--- src/rtl/mem_bus_router.sv ---
// mem_bus_router
// Memory-side controller that sits on the processor's obtain_rq/send_rs
// ports. Each 65-bit request is decoded to boot ROM, data RAM, MMIO or
// unmapped space, the matching access is sequenced, and exactly one 32-bit
// response is returned per request. Only one request is outstanding at a time.
//
// Ports:
//   CLK, RST_N         clock (rising edge), asynchronous active-low reset
//   cpu_rq_rdy/cpu_rq  request pending / request {addr[64:33], iswrite[32], wdata[31:0]}
//   cpu_rq_en          dequeue the pending request this cycle
//   cpu_rs_rdy         processor can accept a response
//   cpu_rs_en/cpu_rs   response enqueue strobe / response data
//   mem_*              1-cycle-latency synchronous word memory (64 words)
//   mmio_*             variable-latency MMIO request/ack handshake
//   err_count          saturating count of error responses
//   dbg_state          current FSM state (IDLE=0, MEM=1, MEM_CAP=2, MMIO_WAIT=3, RESP=4)
//
// Handshakes: a request moves on an edge where cpu_rq_en=1, which is only
// raised in IDLE while cpu_rq_rdy=1; a response moves on an edge where
// cpu_rs_en=1, which is only raised in RESP while cpu_rs_rdy=1. In both cases
// the strobe is the transfer; nothing is implied by rdy alone.
module mem_bus_router #(
  parameter int          MMIO_TIMEOUT = 16,
  parameter logic [31:0] ERR_RESP     = 32'hDEADBEEF
) (
  input  logic        CLK,
  input  logic        RST_N,
  input  logic        cpu_rq_rdy,
  input  logic [64:0] cpu_rq,
  output logic        cpu_rq_en,
  input  logic        cpu_rs_rdy,
  output logic        cpu_rs_en,
  output logic [31:0] cpu_rs,
  output logic        mem_en,
  output logic        mem_we,
  output logic [5:0]  mem_addr,
  output logic [31:0] mem_wdata,
  input  logic [31:0] mem_rdata,
  output logic        mmio_req,
  output logic        mmio_we,
  output logic [8:0]  mmio_addr,
  output logic [31:0] mmio_wdata,
  input  logic        mmio_ack,
  input  logic [31:0] mmio_rdata,
  output logic [7:0]  err_count,
  output logic [2:0]  dbg_state
);

  typedef enum logic [2:0] {
    IDLE      = 3'd0,
    MEM       = 3'd1,
    MEM_CAP   = 3'd2,
    MMIO_WAIT = 3'd3,
    RESP      = 3'd4
  } state_t;

  localparam int TW = (MMIO_TIMEOUT > 1) ? $clog2(MMIO_TIMEOUT) : 1;
  localparam logic [TW-1:0] WAIT_LAST = TW'(MMIO_TIMEOUT - 1);

  state_t         state;
  logic           req_we;
  logic [31:0]    resp_q;
  logic           mem_en_q;
  logic           mem_we_q;
  logic [5:0]     mem_addr_q;
  logic [31:0]    mem_wdata_q;
  logic           mmio_req_q;
  logic           mmio_we_q;
  logic [8:0]     mmio_addr_q;
  logic [31:0]    mmio_wdata_q;
  logic [TW-1:0]  wait_cnt;
  logic [7:0]     err_cnt;

  // Request fields and address decode, looked at only on the accept edge.
  logic [31:0] rq_addr;
  logic        rq_we;
  logic [31:0] rq_wdata;
  logic        is_rom;
  logic        is_ram;
  logic        is_mmio;
  logic [7:0]  err_next;

  assign rq_addr  = cpu_rq[64:33];
  assign rq_we    = cpu_rq[32];
  assign rq_wdata = cpu_rq[31:0];

  // addr[1:0] does not change which region a word falls in, so the
  // full-address compares below are already word-aligned.
  assign is_rom  = (rq_addr < 32'h0000_0080);
  assign is_ram  = (rq_addr >= 32'h0000_0080) && (rq_addr < 32'h0000_0100);
  assign is_mmio = (rq_addr[31:9] == 23'd1);

  assign err_next = (err_cnt == 8'hFF) ? err_cnt : err_cnt + 8'd1;

  always_ff @(posedge CLK or negedge RST_N) begin
    if (!RST_N) begin
      state        <= IDLE;
      req_we       <= 1'b0;
      resp_q       <= 32'd0;
      mem_en_q     <= 1'b0;
      mem_we_q     <= 1'b0;
      mem_addr_q   <= 6'd0;
      mem_wdata_q  <= 32'd0;
      mmio_req_q   <= 1'b0;
      mmio_we_q    <= 1'b0;
      mmio_addr_q  <= 9'd0;
      mmio_wdata_q <= 32'd0;
      wait_cnt     <= '0;
      err_cnt      <= 8'd0;
    end else begin
      case (state)
        IDLE: begin
          if (cpu_rq_rdy) begin
            req_we       <= rq_we;
            mem_addr_q   <= rq_addr[7:2];
            mem_wdata_q  <= rq_wdata;
            mmio_addr_q  <= rq_addr[8:0];
            mmio_we_q    <= rq_we;
            mmio_wdata_q <= rq_wdata;
            wait_cnt     <= '0;
            if ((is_rom && !rq_we) || is_ram) begin
              state    <= MEM;
              mem_en_q <= 1'b1;
              mem_we_q <= rq_we;
            end else if (is_mmio) begin
              state      <= MMIO_WAIT;
              mmio_req_q <= 1'b1;
            end else begin
              // ROM write or unmapped: answer straight away.
              state   <= RESP;
              resp_q  <= ERR_RESP;
              err_cnt <= err_next;
            end
          end
        end

        MEM: begin
          mem_en_q <= 1'b0;
          mem_we_q <= 1'b0;
          if (req_we) begin
            resp_q <= 32'd0;
            state  <= RESP;
          end else begin
            state <= MEM_CAP;
          end
        end

        MEM_CAP: begin
          // mem_rdata is valid the cycle after the read strobe.
          resp_q <= mem_rdata;
          state  <= RESP;
        end

        MMIO_WAIT: begin
          // Ack is checked first so an ack on the last wait cycle wins.
          if (mmio_ack) begin
            mmio_req_q <= 1'b0;
            resp_q     <= req_we ? 32'd0 : mmio_rdata;
            state      <= RESP;
          end else if (wait_cnt == WAIT_LAST) begin
            mmio_req_q <= 1'b0;
            resp_q     <= ERR_RESP;
            err_cnt    <= err_next;
            state      <= RESP;
          end else begin
            wait_cnt <= wait_cnt + 1'b1;
          end
        end

        RESP: begin
          if (cpu_rs_rdy) begin
            // Cleared on exit so cpu_rs reads 0 whenever no response is held.
            resp_q <= 32'd0;
            state  <= IDLE;
          end
        end

        default: state <= IDLE;
      endcase
    end
  end

  assign cpu_rq_en  = (state == IDLE) & cpu_rq_rdy;
  assign cpu_rs_en  = (state == RESP) & cpu_rs_rdy;
  assign cpu_rs     = resp_q;
  assign mem_en     = mem_en_q;
  assign mem_we     = mem_we_q;
  assign mem_addr   = mem_addr_q;
  assign mem_wdata  = mem_wdata_q;
  assign mmio_req   = mmio_req_q;
  assign mmio_we    = mmio_we_q;
  assign mmio_addr  = mmio_addr_q;
  assign mmio_wdata = mmio_wdata_q;
  assign err_count  = err_cnt;
  assign dbg_state  = state;

endmodule

--- config.mk ---
export PLATFORM = sky130hd
export DESIGN_NAME = mem_bus_router
export DESIGN_NICKNAME = d
export VERILOG_FILES = /design/src/rtl/mem_bus_router.sv
export SDC_FILE = /design/constraint.sdc
export NUM_CORES = 1
export LEC_CHECK = 0
export CAP_MARGIN = 20
export CORE_MARGIN = 3
export CORE_UTILIZATION = 30
export CTS_BUF_LIST = sky130_fd_sc_hd__clkbuf_4
export DETAILED_ROUTE_END_ITERATION = 8
export PLACE_DENSITY_LB_ADDON = 0.25
export SLEW_MARGIN = 20
export SYNTH_ARGS = -nofsm -noshare
export SYNTH_HDL_FRONTEND = slang
export SYNTH_SLANG_ARGS = --single-unit
--- constraint.sdc ---
create_clock -name CLK -period 2.7 [get_ports CLK]
set_input_delay 0.54 -clock CLK [delete_from_list [all_inputs] [get_ports CLK]]
set_output_delay 0.54 -clock CLK [all_outputs]
set_load 0.005 [all_outputs]
==> impl_metrics.ini, run 1 <==
[outcome]
status = complete, no violations

[route]
wl_per_cell_um = 17.6
drt_wl_total_um = 14800
drc = 0
ant_nets = 0
drtIter0Drc = 170
vias = 4022
drtPass1Iterations = 4
via_per_inst = 4.79

[cells_and_area]
final_area_um2 = 7500
nNetsFinal = 759
stdcell_count = 840
syn_to_final_growth_pct = 58.4
drive_gt1_frac = 0.150
fin_util = 0.490

[power]
p_sw_frac = 0.284
power_frac_comb = 0.370
ir_worst_vdd_uv = 267
finalPower_mw = 4.60
seq_power_share = 0.415
cellLeakagePower_nw = 3.00
power_density_nw_per_um2 = 613
internal_power_mw = 3.30
p_switching_mw = 1.30
clock_power_share = 0.215

[setup_path]
path_class = reg -> out
rrSetupSlack_ns = 0.60
cp.required_ns = 2.16
crit_buf_inv = 1
worst_r2r_startpoint = dbg_state[0]
path_cells = nor4b_4 -> clkdlybuf4s50_1
slowest_delay_ns = 0.57
cp-startpoint = dbg_state[1]
cp_data_arrival_time_ns = 1.94
critPathTopFamily = buffers and inverters
crit_fanout = 12
cp_slowest_cell = clkdlybuf4s50_1
end_kind = output pin
r2r_cells = 6
cp-start-kind = flip-flop
rr_endpoint = cpu_rs[15]

[yosys]
synth_enable_flop_cells = 0
synth_area_per_cell_um2 = 11.7
synth-seq-cells = 92
ys_async_sr_fraction = 1.00
syn_inst = 403
synth_cell_types = 46
syn-num-nets = 539
yosysWarnings = 0
yosys_most_used_dff = dfrtp_1
syn_area_um2 = 4730
ys_seq_area_frac = 0.486

[timing]
slew_headroom = 0.339
final-setup-viol-count = 0
period_minus_slack_ns = 2.48
finalCritPeriodShare = 0.918
skew_ns = 0.0221
slew_violations = 0
timing.hold.ws_ns = 0.473
setup_tns_ns = 0
fmax_mhz = 403
tightest_slew_ns = 0.991
setup_slack_ns = 0.222
final_hold_viol_count = 0
rsz0062_at_grt = false

[global_routing]
antenna_found_initial = 1
grtUsageTotal = 0.170
grt_pass1_vias = 4284
grt_first_pass_wirelength_um = 23600
grt_overflow = 0
grt_max_degree = 52

[floorplan]
die_h_um = 132
start_util = 0.309
die_w_um = 132
die_area_um2 = 17300
core_um2 = 15300
pin_count = 262
fp-row-count = 45

[place]
gp_congestion = 0.806
dp_slack_ns = -0.0536
io_buffers = 261
dpl_cell_area_um2 = 7300
dpl.hpwl_um = 11300
dp.cells = 822

[worst_hold_path]
hold_class = in -> async

[job]
maxCapViolations = 0

[clocking]
clock_latency_ns = 0.47
cts_max_level = 3
cts-buffers-inserted = 9
cts_buffer_depth = 2
post_cts_buffers = 0
root_buffer = clkbuf_4
clk_transition_reported_paths_ns = 0.16
cts_num_sinks = 92
cts_tree = done
## worst reg2reg max path: stages, from the launching register on
cell and delay (ns):
dfrtp_1 0.51, buf_4 0.21, a21oi_1 0.16, nor2_1 0.08, o21ai_0 0.32, o21bai_2 0.48, o2bb2ai_1 0.18
## power groups by stage
| stage | combinational [mW] | clock, mW | sequential (mW) |
|---|---|---|---|
| 3_5_place_dp | 1.72 | 0 | 1.94 |
| 3_3_place_gp | 1.71 | 0 | 1.93 |
| 4_1_cts | 1.73 | 1.03 | 1.92 |
| 6_report | 1.70 | 0.987 | 1.91 |
| 5_1_grt | 1.82 | 1.08 | 1.96 |
| 2_1_floorplan | 0.681 | 0 | 1.90 |
## worst max path at each step
stage	endpoint	cells after the start
after CTS	cpu_rq_en	2
final	cpu_rq_en	2
after global placement	cpu_rs[26]	8
after global routing	cpu_rq_en	2
after floorplan	err_count[1]	6
after detailed placement	cpu_rs[15]	8
## metal layers
layer  up-vias  share of wire  wire [µm]  GRT usage
met5         -              0          0          0
met4         0          0.011        167     0.0583
met3        12          0.088       1300     0.0567
met2       192           0.48       7040      0.279
met1      1928           0.42       6250      0.210
li1       1890              -          -          -
## placed cells by master (no fill, tap or decap), types with 2 or more instances in the layout
cell,netlist,layout
clkdlybuf4s50_1,0,260
inv_1,2,2
inv_6,0,2
nor2_1,7,7
nor4_2,3,3
and4b_1,2,2
buf_12,0,2
mux2_2,42,42
buf_4,38,14
a22o_1,8,8
a21o_1,8,8
nand2b_1,2,2
bufinv_16,0,3
nor3_1,2,2
clkbuf_4,0,9
and3_1,7,7
ha_1,2,2
nor2b_1,26,26
nand2_1,6,6
nor4_1,2,2
dfrtp_2,0,2
nand3b_1,3,3
o2bb2ai_1,24,24
a21oi_1,30,30
o21ai_0,5,5
o22a_1,24,24
o211ai_1,2,2
dfrtp_1,92,90
xnor2_1,8,8
o211ai_2,5,5
nand3_1,5,5
## timing repair
item | 4_1_cts | 5_1_grt
hold buffers | 1 | 0
endpoints found under the hold margin | 21 | 0
setup endpoints to repair | 0 | 2
resized for setup | 0 | 1
## cell type report
class                   count  area (µm²)
fillers                  1398        7810
repair buffers            277        2760
flip-flops and latches     92        2300
multi-input cells         241        1980
well taps                 211         264
clock inverters             7         121
clock buffers               9        67.6
inverters                   2        7.51
diodes                      1        2.50
## cell families (layout without fill, tap and decap cells)
family | Yosys count | count (layout) | synth area share
AOI/OAI and AO/OA | 115 | 115 | 0.192
and+or+nand+nor | 73 | 73 | 0.101
buffers and inverters | 70 | 295 | 0.0973
DFF | 92 | 92 | 0.486
xor gates and xnor gates | 8 | 8 | 0.0148
muxes | 43 | 43 | 0.103
adders and majority gates | 2 | 2 | 0.00528
other | 0 | 1 | 0
## flip-flops by register name, summed over array words and instances, names as in the netlist
register / flops
cpu_rs: 32
dbg_state: 3
err_count: 8
mem_addr: 5
mem_en: 1
mem_we: 1
mmio_addr: 4
mmio_req: 1
mmio_wdata: 32
mmio_we: 1
wait_cnt: 4
## synthesized netlist by cell type, drive strengths merged (2+ instances only)
cell,number,share of area
a21o,8,0.013
nor3,2,0.0021
o211ai,7,0.016
nor2,7,0.0056
buf,62,0.091
nand2,7,0.0061
mux2,43,0.10
a22o,8,0.015
nand2b,2,0.0026
o22a,24,0.044
dfrtp,92,0.49
o21ai,6,0.0071
and4b,2,0.0042
o21bai,3,0.0071
a21oi,30,0.032
xnor2,8,0.015
nor4,5,0.011
nand3,5,0.0053
and3,7,0.0092
o2bb2ai,24,0.044
ha,2,0.0053
nor2b,26,0.034
clkbuf,6,0.0048
inv,2,0.0016
nand3b,3,0.0048
(Power assumes the default switching activity.)
==> run 2: changes to the inputs <==
CELL_PAD_IN_SITES_DETAIL_PLACEMENT = 0   (was default)
CELL_PAD_IN_SITES_GLOBAL_PLACEMENT = 1   (was default)
CORE_UTILIZATION = 32   (was 30)
==> impl_metrics.ini, run 2 (same netlist as run 1, synthesis figures left out) <==
[setup_path]
rrSetupSlack_ns = 0.44
end_kind = output pin
cp_data_arrival_time_ns = 2.03
worst_r2r_startpoint = dbg_state[2]
crit_fanout = 27
cp.required_ns = 2.16
cp-start-kind = flip-flop
cp-startpoint = dbg_state[2]
path_class = reg -> out

[clocking]
cts_max_level = 3
clock_latency_ns = 0.46
post_cts_buffers = 0
cts_num_sinks = 92
root_buffer = clkbuf_4
cts_tree = done
cts_buffer_depth = 2
cts-buffers-inserted = 9
clk_transition_reported_paths_ns = 0.15
hold_buffers = 0
cts.repair.resized = 0

[floorplan]
die_area_um2 = 16300
die_h_um = 128
pin_count = 262
core_um2 = 14100
start_util = 0.335
die_w_um = 128
fp-row-count = 43

[power]
finalPower_mw = 4.36
ir_worst_vdd_uv = 264
cellLeakagePower_nw = 2.98
power_density_nw_per_um2 = 589
power_frac_comb = 0.388
p_switching_mw = 1.25
clock_power_share = 0.172
p_sw_frac = 0.288
seq_power_share = 0.440
internal_power_mw = 3.11

[place]
io_buffers = 261
dp_slack_ns = -0.0461
gp_congestion = 0.751
dpl_cell_area_um2 = 7270
dp.cells = 793
dpl.hpwl_um = 11200

[global_routing]
grt_max_degree = 49
antenna_found_initial = 0
grtUsageTotal = 0.175
grt_pass1_vias = 4110
grt_overflow = 0
grt_first_pass_wirelength_um = 22500

[timing]
final_hold_viol_count = 0
timing.hold.ws_ns = 0.0912
setup_tns_ns = 0
tightest_slew_ns = 0.998
slew_headroom = 0.335
slew_violations = 0
finalCritPeriodShare = 0.951
rsz0062_at_grt = false
setup_slack_ns = 0.132
final-setup-viol-count = 0
fmax_mhz = 389
skew_ns = 0.0216
period_minus_slack_ns = 2.57

[cells_and_area]
antennaDiodeCount = 0
final_area_um2 = 7400
stdcell_count = 809
final_common_cell = clkdlybuf4s50_1
syn_to_final_growth_pct = 56.4
drive_gt1_frac = 0.148
fin_util = 0.523
final_cell_mix = clkdlybuf4s50_1, dfrtp_1, mux2_2, a21oi_1, nor2b_1
nNetsFinal = 760

[route]
drt_wl_total_um = 14900
drtPass1Iterations = 4
wl_per_cell_um = 18.4
via_per_inst = 4.87
drtIter0Drc = 158
drc = 0
vias = 3941
ant_nets = 0

[worst_hold_path]
hold_class = in -> async

[outcome]
status = complete, no violations

[job]
maxCapViolations = 0
## run 2: cell types whose count changed in the layout (fill, tap and decap cells not counted), moves of 2 or more
cell       delta
inv_6         -2
clkinv_1      +2
buf_4         +2
bufinv_16     -2
## run 2: cell type report
cell class / instances / area [µm²]
clock inverter: 6 / 55.1
multi-input combinational: 241 / 1980
inverter: 2 / 7.51
timing repair buffer: 278 / 2760
tap: 180 / 225
sequential: 92 / 2300
clock buffer: 10 / 75.1
fill: 1250 / 6750
## run 2: path summary, 6_finish.rpt
check / cells past startpoint / to
worst max-delay path: 2 / cpu_rq_en
worst min-delay path: 1 / mmio_wdata[25]
worst max register to register: 5 / cpu_rs[3]
worst min register to register: 1 / cpu_rs[4]
max in group asynchronous: 2 / mem_addr[1]
min in group CLK: 1 / cpu_rs[4]
## run 2: per-layer routing
metal	up-vias	global-route usage	wire, µm	share of wire
li1	1880	-	-	-
met1	1921	0.215	6170	0.41
met2	127	0.302	7530	0.51
met3	13	0.0431	992	0.067
met4	0	0.0556	178	0.012
met5	-	0	0	0
## run 2: power by group through the flow
stage | combinational (mW) | sequential [mW] | clock [mW]
2_1_floorplan | 0.681 | 1.90 | 0
3_3_place_gp | 1.70 | 1.94 | 0
3_5_place_dp | 1.72 | 1.95 | 0
4_1_cts | 1.73 | 1.92 | 0.790
5_1_grt | 1.82 | 1.96 | 0.832
6_report | 1.69 | 1.92 | 0.750
## run 2: critical path, stage by stage, from the launching register on
cell and delay (ns):
dfrtp_2 0.64, nor4b_4 0.35, clkdlybuf4s50_1 0.58
